**src/rtl/io_bus_arbiter.sv**
```systemverilog
// Two-requester round-robin sequencer for the 6-bit I/O register bus.
// Each access takes one grant cycle and one strobe cycle; read data returns with a one-cycle rvalid.
module io_bus_arbiter #(
  parameter int ADDR_W = 6,
  parameter int DATA_W = 8
) (
  input  logic              clk,
  input  logic              reset,
  input  logic              req0_valid,
  input  logic              req0_we,
  input  logic [ADDR_W-1:0] req0_addr,
  input  logic [DATA_W-1:0] req0_wdata,
  output logic              req0_ready,
  output logic              req0_rvalid,
  output logic [DATA_W-1:0] req0_rdata,
  input  logic              req1_valid,
  input  logic              req1_we,
  input  logic [ADDR_W-1:0] req1_addr,
  input  logic [DATA_W-1:0] req1_wdata,
  output logic              req1_ready,
  output logic              req1_rvalid,
  output logic [DATA_W-1:0] req1_rdata,
  output logic [ADDR_W-1:0] addr,
  output logic [DATA_W-1:0] data_in,
  input  logic [DATA_W-1:0] data_out,
  output logic              re,
  output logic              we,
  output logic              busy
);
  typedef enum logic {IDLE, ACCESS} state_t;

  state_t                   state;
  logic                     last_gnt;
  logic                     gnt_id;
  logic                     gnt_sel;
  logic [1:0]               vld;
  logic [1:0]               req_we;
  logic [1:0][ADDR_W-1:0]   req_addr;
  logic [1:0][DATA_W-1:0]   req_wdata;
  logic [1:0]               ready;
  logic [1:0]               rvalid;
  logic [1:0][DATA_W-1:0]   rdata;

  assign vld       = {req1_valid, req0_valid};
  assign req_we    = {req1_we, req0_we};
  assign req_addr  = {req1_addr, req0_addr};
  assign req_wdata = {req1_wdata, req0_wdata};

  // On a tie the requester that did not win last time gets the bus.
  always_comb begin
    gnt_sel = vld[1];
    if (vld == 2'b11) gnt_sel = ~last_gnt;
  end

  always_ff @(posedge clk) begin
    if (reset) begin
      state    <= IDLE;
      last_gnt <= 1'b1;
      gnt_id   <= 1'b0;
      addr     <= '0;
      data_in  <= '0;
      re       <= 1'b0;
      we       <= 1'b0;
      ready    <= '0;
      rvalid   <= '0;
      rdata    <= '0;
    end else begin
      ready  <= '0;
      rvalid <= '0;
      re     <= 1'b0;
      we     <= 1'b0;
      case (state)
        IDLE: begin
          if (|vld) begin
            addr           <= req_addr[gnt_sel];
            data_in        <= req_wdata[gnt_sel];
            re             <= ~req_we[gnt_sel];
            we             <= req_we[gnt_sel];
            ready[gnt_sel] <= 1'b1;
            gnt_id         <= gnt_sel;
            last_gnt       <= gnt_sel;
            state          <= ACCESS;
          end
        end
        ACCESS: begin
          // Device data is combinational off the strobe, so it is valid at this edge.
          if (re) begin
            rdata[gnt_id]  <= data_out;
            rvalid[gnt_id] <= 1'b1;
          end
          state <= IDLE;
        end
        default: state <= IDLE;
      endcase
    end
  end

  assign busy        = (state == ACCESS);
  assign req0_ready  = ready[0];
  assign req1_ready  = ready[1];
  assign req0_rvalid = rvalid[0];
  assign req1_rvalid = rvalid[1];
  assign req0_rdata  = rdata[0];
  assign req1_rdata  = rdata[1];
endmodule

```
**config.mk**
```make
export PLATFORM = sky130hd
export DESIGN_NAME = io_bus_arbiter
export DESIGN_NICKNAME = d
export VERILOG_FILES = /design/src/rtl/io_bus_arbiter.sv
export SDC_FILE = /design/constraint.sdc
export NUM_CORES = 1
export LEC_CHECK = 0
export ABC_AREA = 1
export BUFFER_PORTS_ARGS = -buffer_cell sky130_fd_sc_hd__buf_2
export CAP_MARGIN = 20
export CORE_UTILIZATION = 30
export CTS_CLUSTER_DIAMETER = 120
export DETAILED_ROUTE_END_ITERATION = 8
export GPL_ROUTABILITY_DRIVEN = 0
export PLACE_DENSITY_LB_ADDON = 0.15
export SYNTH_ARGS = -nofsm -noshare
export SYNTH_HDL_FRONTEND = slang
export SYNTH_SLANG_ARGS = --single-unit
```
**constraint.sdc**
```tcl
create_clock -name clk -period 1.54 [get_ports clk]
set_input_delay 0.231 -clock clk [delete_from_list [all_inputs] [get_ports clk]]
set_output_delay 0.231 -clock clk [all_outputs]
set_load 0.02 [all_outputs]
```
After elaboration in Yosys (flattened, before gate mapping). Index checks and enable logic that the tools add are counted.

Register bits after elaboration: 39. Input port bits: 42. Output and inout port bits: 37. Word-level logic and storage cells: 44.

Magnitude comparators: 4. Equal/unequal tests: 1. Mux-type cells: 16. Bitwise gates (word level): 5. Reduce and logical (&&, ||, !) cells: 7.

Operator list (count): $mux W8 (3); $bwmux W16 (1); $mux W6 (2); $demux W8 S1 (1); $mux W1 (6); $reduce_or A3 Y1 (2); $not A1 Y1 (5); $lt A1 B2 Y1 const B (2); $reduce_and A2 Y1 (2); $demux W1 S1 (2); $eq A2 B2 Y1 const B (1); $ge A1 B1 Y1 const B (2); $logic_and A1 B1 Y1 (2); $pmux W1 S2 (1); $reduce_or A2 Y1 (1).

Longest topological paths before layout. Gate-level depths: netlist (run 1).

Word-level depth: 6. Depth in mapped cells: 7. Depth with buffers taken out: 5.

Worst setup path before layout (run 1). No wires, ideal clock.

Path type: reg2reg. Start point: register state (netlist: busy). End point: register rdata, in the netlist req0_rdata[0]. Library setup time: 0.116 ns. Arrival: 1.036 ns. Data required time: 1.424 ns. Path slack: 0.388 ns. Stages on the path, launching flop included: 6. Buffers on the path: 0. Cell sequence: dfxtp_1 nand2_2 nor2_4 inv_2 nor2_1 nor2_1.

Cells in the longest elaborated chain, start to end: 1.

Ends and longest elaborated chain: start: declaration (line 32) `state_t state;`; start signal: assignment (line 57) `state <= IDLE;`; start signal: assignment (line 82) `state <= ACCESS;`; start signal: assignment (line 91) `state <= IDLE;`; $reduce_and A2 Y1 (no source line); end signal: indexed assignment (line 88) `rdata[gnt_id] <= data_out;`; end: declaration (line 42) `logic [1:0][DATA_W-1:0] rdata;`.

No other way between the ends. A chain may end at the register's enable or synchronous reset.

Final worst setup path (run 1).
Start point: register state (netlist: busy). End point: register rdata, in the netlist req1_rdata[7].

Same word-level chain as after synthesis.

==> run metrics, run 1 <==
Critical Path Start Type=flip-flop; die height=78.0 um; Synth Register Bits=39; largest family of logic cells by synthesized area=simple AND/OR/NAND/NOR gates; Crit Path Class=reg -> reg; PD cells=983 nW/um^2; Clock Skews=0.00596 ns; Slew HR=0.697; top post-synthesis cells by area=dfxtp_1 (45%), nor2_1 (14%), nand2_1 (10%); Syn Area/Cell=7.22 sq um; crit share post-route=0.772; Place WS=0.334 ns; fmax=841 MHz; DR pass1 iterations=4; post-route minimum period=1.19 ns; Total Routing Usage GR=0.154; Clock Pin Slew Worst Setup and Hold Paths=0.08 ns; clock tree buffer depth=2; dominant cell type by area after synthesis=dfxtp_1; vias per cell=4.28; RSZ-0062 raised after global routing=false; CTS Hold Buffers Added=0; die width=78.0 um; post-synthesis sequential area ratio=0.451; status=complete, no violations; Min-Delay Path Class=in -> reg; Final Hold Fails=0; largest net degree at the start of global routing=21; Resized Gates After CTS=0; CP endpoint kind=flip-flop; mux contribution to synthesized area=0; Layout Nets=361; port bufs=78; Unique masters post-synth=20; share of the synthesized area in the top cell type=0.451; mean routed wirelength per cell=11.0 um; hold slack=0.147 ns; # diodes=0; YS warnings=0; share of cells above drive strength 1=0.328; H-tree depth=2; Critical Path AT=1.38 ns; Starting Density=0.313; row cnt=27; io pins=79; peak supply drop=368 uV; vias in the first global route=1536; Cells after Synth=240; GR Overflow Total=0; adder-cell share of the synthesized area=0; CP required=1.74 ns; Final WS setup=0.351 ns; compound-gate portion of the synthesized area=0.132; drt drc=0; first-pass GRT wire length=7.30 mm; Slew Limit Fails=0; Iter 0 DRT Violations=53; slew at the pin closest to its max-slew limit=0.452 ns; CTS root buf=clkbuf_8; Synth Area in Simple Gates=0.322; post-synthesis cell area=1730 sq um; worst skew pair latency=0.30 ns; CTS tree=yes; post-CTS setup buffers=0; Final HPWL DP=3.04 mm; Layout area overhead=31.0%; Post-Synth XOR/XNOR Area=0; syn_nets=282; Die ar.=6080 sq um; Total Routed Length=4.33 mm; CORE AREA=5540 sq um; initial antenna violation count=0; # setup viols final=0; total power=0.00223 W; Max-cap violations=0; routed vias=1679; Num CTS Buffers=5; # clock sinks=39; Routed Antenna Nets=0; critical path fanouts, max=9; Leak=1.21 nW; Total Neg Setup Slack=0 ns
## per-layer routing
| layer | vias to the layer above | global-route usage | share of wire |
|---|---|---|---|
| met5 | - | 0 | 0 |
| li1 | 903 | - | - |
| met2 | 54 | 0.237 | 0.45 |
| met4 | 0 | 0.0611 | 0.014 |
| met3 | 5 | 0.0471 | 0.072 |
| met1 | 717 | 0.201 | 0.47 |
## registers in the layout (all words and copies together) (netlist names)
name,count
req1_rdata,8
ready,2
busy,1
rvalid,2
addr,6
gnt_id,1
req0_rdata,8
last_gnt,1
we,1
data_in,8
re,1
## cell type report
cell class                 instances  area, sq um
clock buffer                       5         68.8
multi-input combinational        169          786
timing repair buffer              84          448
clock inverter                     3         20.0
fill                             603         3270
tap                               72         90.1
sequential                        39          781
inverter                          20         75.1
## power by group
part	leakage, nW	internal (W)	switching [W]	total, W
Combinational	0.850	0.000171	0.000268	0.000439
Clock	0.0402	0.000315	0.000377	0.000692
Sequential	0.320	0.00107	0.0000311	0.00110
Total	1.21	0.00155	0.000676	0.00223
## worst paths after layout
| path | startpoint | endpoint | slack [ns] | cells past startpoint |
|---|---|---|---|---|
| worst min register to register | last_gnt | last_gnt | 0.49 | 2 |
| worst max register to register | busy | req1_rdata[7] | 0.35 | 5 |
| worst max-delay path | busy | req1_rdata[7] | 0.35 | 5 |
| worst min-delay path | reset | gnt_id | 0.15 | 2 |
## cell usage in the layout (no fill, tap or decap)
cell | synthesis | routed
buf_2 | 3 | 78
nor2_1 | 64 | 64
nand2_1 | 48 | 48
dfxtp_1 | 39 | 39
inv_1 | 17 | 17
nand3_1 | 17 | 17
o21ai_0 | 16 | 16
a21boi_1 | 11 | 11
clkbuf_8 | 0 | 5
buf_4 | 1 | 5
nor2_4 | 3 | 3
inv_2 | 3 | 3
nand2_2 | 2 | 2
a21boi_2 | 2 | 2
a21oi_1 | 2 | 2
clkinvlp_4 | 0 | 2
o21ai_4 | 1 | 1
nor2_2 | 1 | 1
a21boi_0 | 1 | 1
a21oi_2 | 1 | 1
clkinv_2 | 0 | 1
buf_12 | 0 | 1
## cell usage after synthesis (all sizes together)
cell,count
dfxtp,39
nand2,50
nand3,17
o21ai,17
inv,20
clkbuf,3
a21oi,3
a21boi,14
nor2,68
buf,9
## critical path, cell delays in order (launching register included)
cell and delay, ns:
dfxtp_1 0.44, nand2_2 0.13, nor2_4 0.22, inv_2 0.13, nor2_1 0.11, nor2_1 0.05
## per-stage QoR
step,util,instances,instance area [sq um]
3_3_place_gp,0.393,384,2180
4_1_cts,0.409,392,2270
3_5_place_dp,0.393,384,2180
2_1_floorplan,-,240,1730
6_report,0.409,392,2270
5_1_grt,0.409,392,2270
## cell families (layout without fill, tap and decap cells)
logic type	after synthesis	after routing
AND/OR/NAND/NOR	135	135
flip-flops	39	39
AO/OA/AOI/OAI	34	34
buffers and inverters	32	112
(Power assumes the default switching activity.)
==> run 2: changes to the inputs <==
==> constraint.sdc (replaced) <==
create_clock -name clk -period 1 [get_ports clk]
set_input_delay 0.15 -clock clk [delete_from_list [all_inputs] [get_ports clk]]
set_output_delay 0.15 -clock clk [all_outputs]
set_load 0.02 [all_outputs]
==> run metrics, run 2 (synthesized netlist as in run 1, its figures left out) <==
# setup viols final=0; initial antenna violation count=0; Starting Density=0.313; DR pass1 iterations=4; Die ar.=6080 sq um; Num CTS Buffers=5; Hold Path Stages=2; Slew Limit Fails=0; Net Sw Frac=0.260; NetSw=0.00104 W; Clock Pin Slew Worst Setup and Hold Paths=0.08 ns; RSZ-0062 raised after global routing=true; largest net degree at the start of global routing=24; post-route minimum period=0.987 ns; CTS Hold Buffers Added=0; commonest cells after routing, fill and taps aside=buf_2 (72), nor2_1 (61), nand2_1 (47); Final WS setup=0.0129 ns; FF-to-FF Start=busy; R2R Setup Slk=0.03 ns; CTS root buf=clkbuf_8; Min-Delay Path Class=in -> reg; GR Overflow Total=0; crit-path cells=buf_4; vias in the first global route=1533; placed inst area=2270 sq um; peak supply drop=891 uV; WP buf/inv=1; slowest stage cell, crit path=dfxtp_4; clock power share=0.387; die height=78.0 um; most common cell after layout, fill and taps aside=buf_2; Leak=1.30 nW; Reg-to-Reg End=req0_rdata[7]; mean routed wirelength per cell=11.2 um; Final Hold Fails=0; Clock Skews=0.00571 ns; routed vias=1711; vias per cell=4.28; max incr delay on CP=0.40 ns; CTS tree=yes; final core utilization=0.445; Layout Nets=369; Critical Path AT=0.84 ns; Max-cap violations=0; R2R depth=5; critical path fanouts, max=4; row cnt=27; Total Routed Length=4.49 mm; die width=78.0 um; crit share post-route=0.987; status=complete, no violations; Total Routing Usage GR=0.155; worst hold endpoint=gnt_id; # diodes=0; fmax=1010 MHz; Slew HR=0.866; PD cells=1620 nW/um^2; CP top delay family=flip-flops; internal power=0.00296 W; Final HPWL DP=3.27 mm; post-CTS setup buffers=0; Routed Antenna Nets=0; port bufs=78; worst skew pair latency=0.29 ns; Place WS=0.0115 ns; CP required=0.85 ns; # clock sinks=39; Iter 0 DRT Violations=51; total power=0.00400 W; CORE AREA=5540 sq um; slew at the pin closest to its max-slew limit=0.201 ns; clock tree buffer depth=2; Critical Path Start Type=flip-flop; Worst path depth=1; Comb power frac=0.188; Layout area overhead=42.3%; sequential power share=0.425; io pins=79; Post-Layout Inst Area=2460 sq um; H-tree depth=2; drt drc=0; Hold Crit Start=reset; CP endpoint kind=output port; first-pass GRT wire length=7.25 mm; Crit Path Class=reg -> out; share of cells above drive strength 1=0.375
[run 2: how the worst max path moves through the flow]
stage / start / end / slack, ns
floorplan: busy / req1_rdata[0] / 0.03
global placement: busy / req0_rdata[0] / 0.04
detailed placement: busy / req0_rdata[5] / 0.01
CTS: busy / req1_rdata[2] / 0.006
global route: busy / req0_rdata[6] / -0.04
finish: busy / busy / 0.01
[run 2: what timing repair did]
| item | in CTS | in global routing |
|---|---|---|
| setup endpoints to repair | 2 | 30 |
| pin swaps | 0 | 4 |
| resized for setup | 2 | 30 |
[run 2: layer usage]
metal,vias to the layer above,track usage,part of all wire
met2,48,0.243,0.46
met4,0,0.0500,0.0098
met5,-,0,0
met3,5,0.0482,0.062
met1,737,0.200,0.46
li1,921,-,-
[run 2: worst reg2reg max path: cells and delay by family (launching register included)]
kind	cells	cell delay (ns)
flops	1	0.40
compound gates	1	0.06
simple gates	3	0.32
buf+inv	1	0.14
[run 2: per-stage QoR]
stage	TNS, ns	hold WS (ns)	std cells
finish	0	0.0656	400
global route	-0.497	0.0620	400
CTS	0	0.0620	400
detailed placement	0	0.370	392
global placement	0	0.370	392
floorplan	0	0.212	240
[run 2: power by group through the flow]
stage	clock [W]	sequential [W]	combinational [W]
finish	0.00155	0.00170	0.000755
CTS	0.00159	0.00170	0.000742
detailed placement	0	0.00173	0.000736
floorplan	0	0.00183	0.000355
global route	0.00167	0.00171	0.000844
global placement	0	0.00173	0.000734
[run 2: layout make-up]
type                            count  area, sq um
Sequential cell                    39          788
Inverter                           20         77.6
Clock inverter                      2         60.1
Multi-Input combinational cell    169          817
Clock buffer                        6         72.6
Tap cell                           72         90.1
Fill cell                         594         3080
Timing Repair Buffer               92          559
==> run 3: changes to the inputs <==
--- a/config.mk
+++ b/config.mk
@@ -12,6 +12,7 @@
 export CTS_CLUSTER_DIAMETER = 120
 export DETAILED_ROUTE_END_ITERATION = 8
 export GPL_ROUTABILITY_DRIVEN = 0
+export HOLD_SLACK_MARGIN = 0.1
 export PLACE_DENSITY_LB_ADDON = 0.15
 export SYNTH_ARGS = -nofsm -noshare
 export SYNTH_HDL_FRONTEND = slang
==> run metrics, run 3 (synthesized netlist as in run 1, its figures left out) <==
status=complete, no violations; Comb power frac=0.192; crit-path cells=buf_4; Layout Nets=374; Total Routing Usage GR=0.156; post-route minimum period=0.986 ns; peak supply drop=889 uV; row cnt=27; Post-Layout Inst Area=2510 sq um; drt drc=0; die height=78.0 um; worst skew pair latency=0.29 ns; Critical Path AT=0.84 ns; R2R Setup Slk=0.03 ns; CP required=0.85 ns; share of cells above drive strength 1=0.369; Total Routed Length=4.54 mm; io pins=79; Crit Path Class=reg -> out; CTS tree=yes; Layout area overhead=45.2%; commonest cells after routing, fill and taps aside=buf_2 (72), nor2_1 (61), nand2_1 (47); post-CTS setup buffers=0; # diodes=0; NetSw=0.00104 W; Slew HR=0.866; most common cell after layout, fill and taps aside=buf_2; Critical Path Start Type=flip-flop; CTS root buf=clkbuf_8; Slew Limit Fails=0; Final WS setup=0.0141 ns; die width=78.0 um; Final Hold Fails=0; CORE AREA=5540 sq um; Place WS=0.0115 ns; clock power share=0.385; Max-cap violations=0; Routed Antenna Nets=0; initial antenna violation count=0; CP top delay family=flip-flops; port bufs=78; Min-Delay Path Class=in -> reg; critical path fanouts, max=4; RSZ-0062 raised after global routing=true; PD cells=1600 nW/um^2; # clock sinks=39; CP endpoint kind=output port; Num CTS Buffers=5; fmax=1010 MHz; DR pass1 iterations=4; Starting Density=0.313; routed vias=1727; Die ar.=6080 sq um; largest net degree at the start of global routing=24; Leak=1.32 nW; clock tree buffer depth=2; H-tree depth=2; first-pass GRT wire length=7.30 mm; Iter 0 DRT Violations=59; vias per cell=4.26; vias in the first global route=1541; crit share post-route=0.986; slowest stage cell, crit path=dfxtp_4; mean routed wirelength per cell=11.2 um; # setup viols final=0; slew at the pin closest to its max-slew limit=0.200 ns; GR Overflow Total=0; internal power=0.00298 W; Clock Pin Slew Worst Setup and Hold Paths=0.08 ns; Final HPWL DP=3.27 mm; FILL cells=592; Clock Skews=0.00526 ns; max incr delay on CP=0.39 ns; sequential power share=0.423; placed inst area=2270 sq um; WP buf/inv=1; Net Sw Frac=0.259
==> run 3: changes by cell type in the layout (fill, tap and decap cells not counted) <==
cell / change
dlygate4sd3_1: +5
==> run 3: final cells by class <==
class	count	area, sq um	share of cell area
multi-input combinational	169	817	0.325
sequential	39	788	0.313
timing repair buffer	97	609	0.242
tap	72	90.1	0.0358
inverter	20	77.6	0.0308
clock buffer	6	72.6	0.0289
clock inverter	2	60.1	0.0239
==> run 3: routing by layer <==
layer | GRT usage | up-vias | share of wire
li1 | - | 932 | -
met1 | 0.204 | 742 | 0.47
met2 | 0.242 | 48 | 0.46
met3 | 0.0482 | 5 | 0.061
met4 | 0.0500 | 0 | 0.0097
met5 | 0 | - | 0
==> run 3: path summary, 6_finish.rpt <==
kind | cells after the start | to | from
setup reg to reg | 5 | req0_rdata[7] | busy
setup / recovery | 1 | busy | busy
hold / removal | 3 | req0_rdata[4] | data_out[4]
hold reg to reg | 2 | last_gnt | last_gnt
==> run 3: power groups by stage <==
stage | Clock (W) | Sequential, W | Combinational [W]
after floorplan | 0 | 0.00183 | 0.000355
after global placement | 0 | 0.00173 | 0.000734
after detailed placement | 0 | 0.00173 | 0.000736
after CTS | 0.00159 | 0.00170 | 0.000754
after global routing | 0.00167 | 0.00171 | 0.000860
final | 0.00155 | 0.00170 | 0.000770
==> run 3: timing repair <==
item,4_1_cts,5_1_grt
pin swaps,0,4
hold endpoints to repair,6,1
gates resized for setup,2,30
endpoints found under the setup margin,2,30
hold buffers,4,1
==> run 3: per-stage QoR <==
step                total power (W)  utilization  TNS (ns)  hold slack (ns)  cells
floorplan                   0.00219            -         0            0.212    240
global placement            0.00246        0.410         0            0.370    392
detailed placement          0.00247        0.410         0            0.370    392
CTS                         0.00404        0.442         0            0.104    404
global route                0.00424        0.454    -0.493            0.103    405
finish                      0.00402        0.454         0            0.104    405
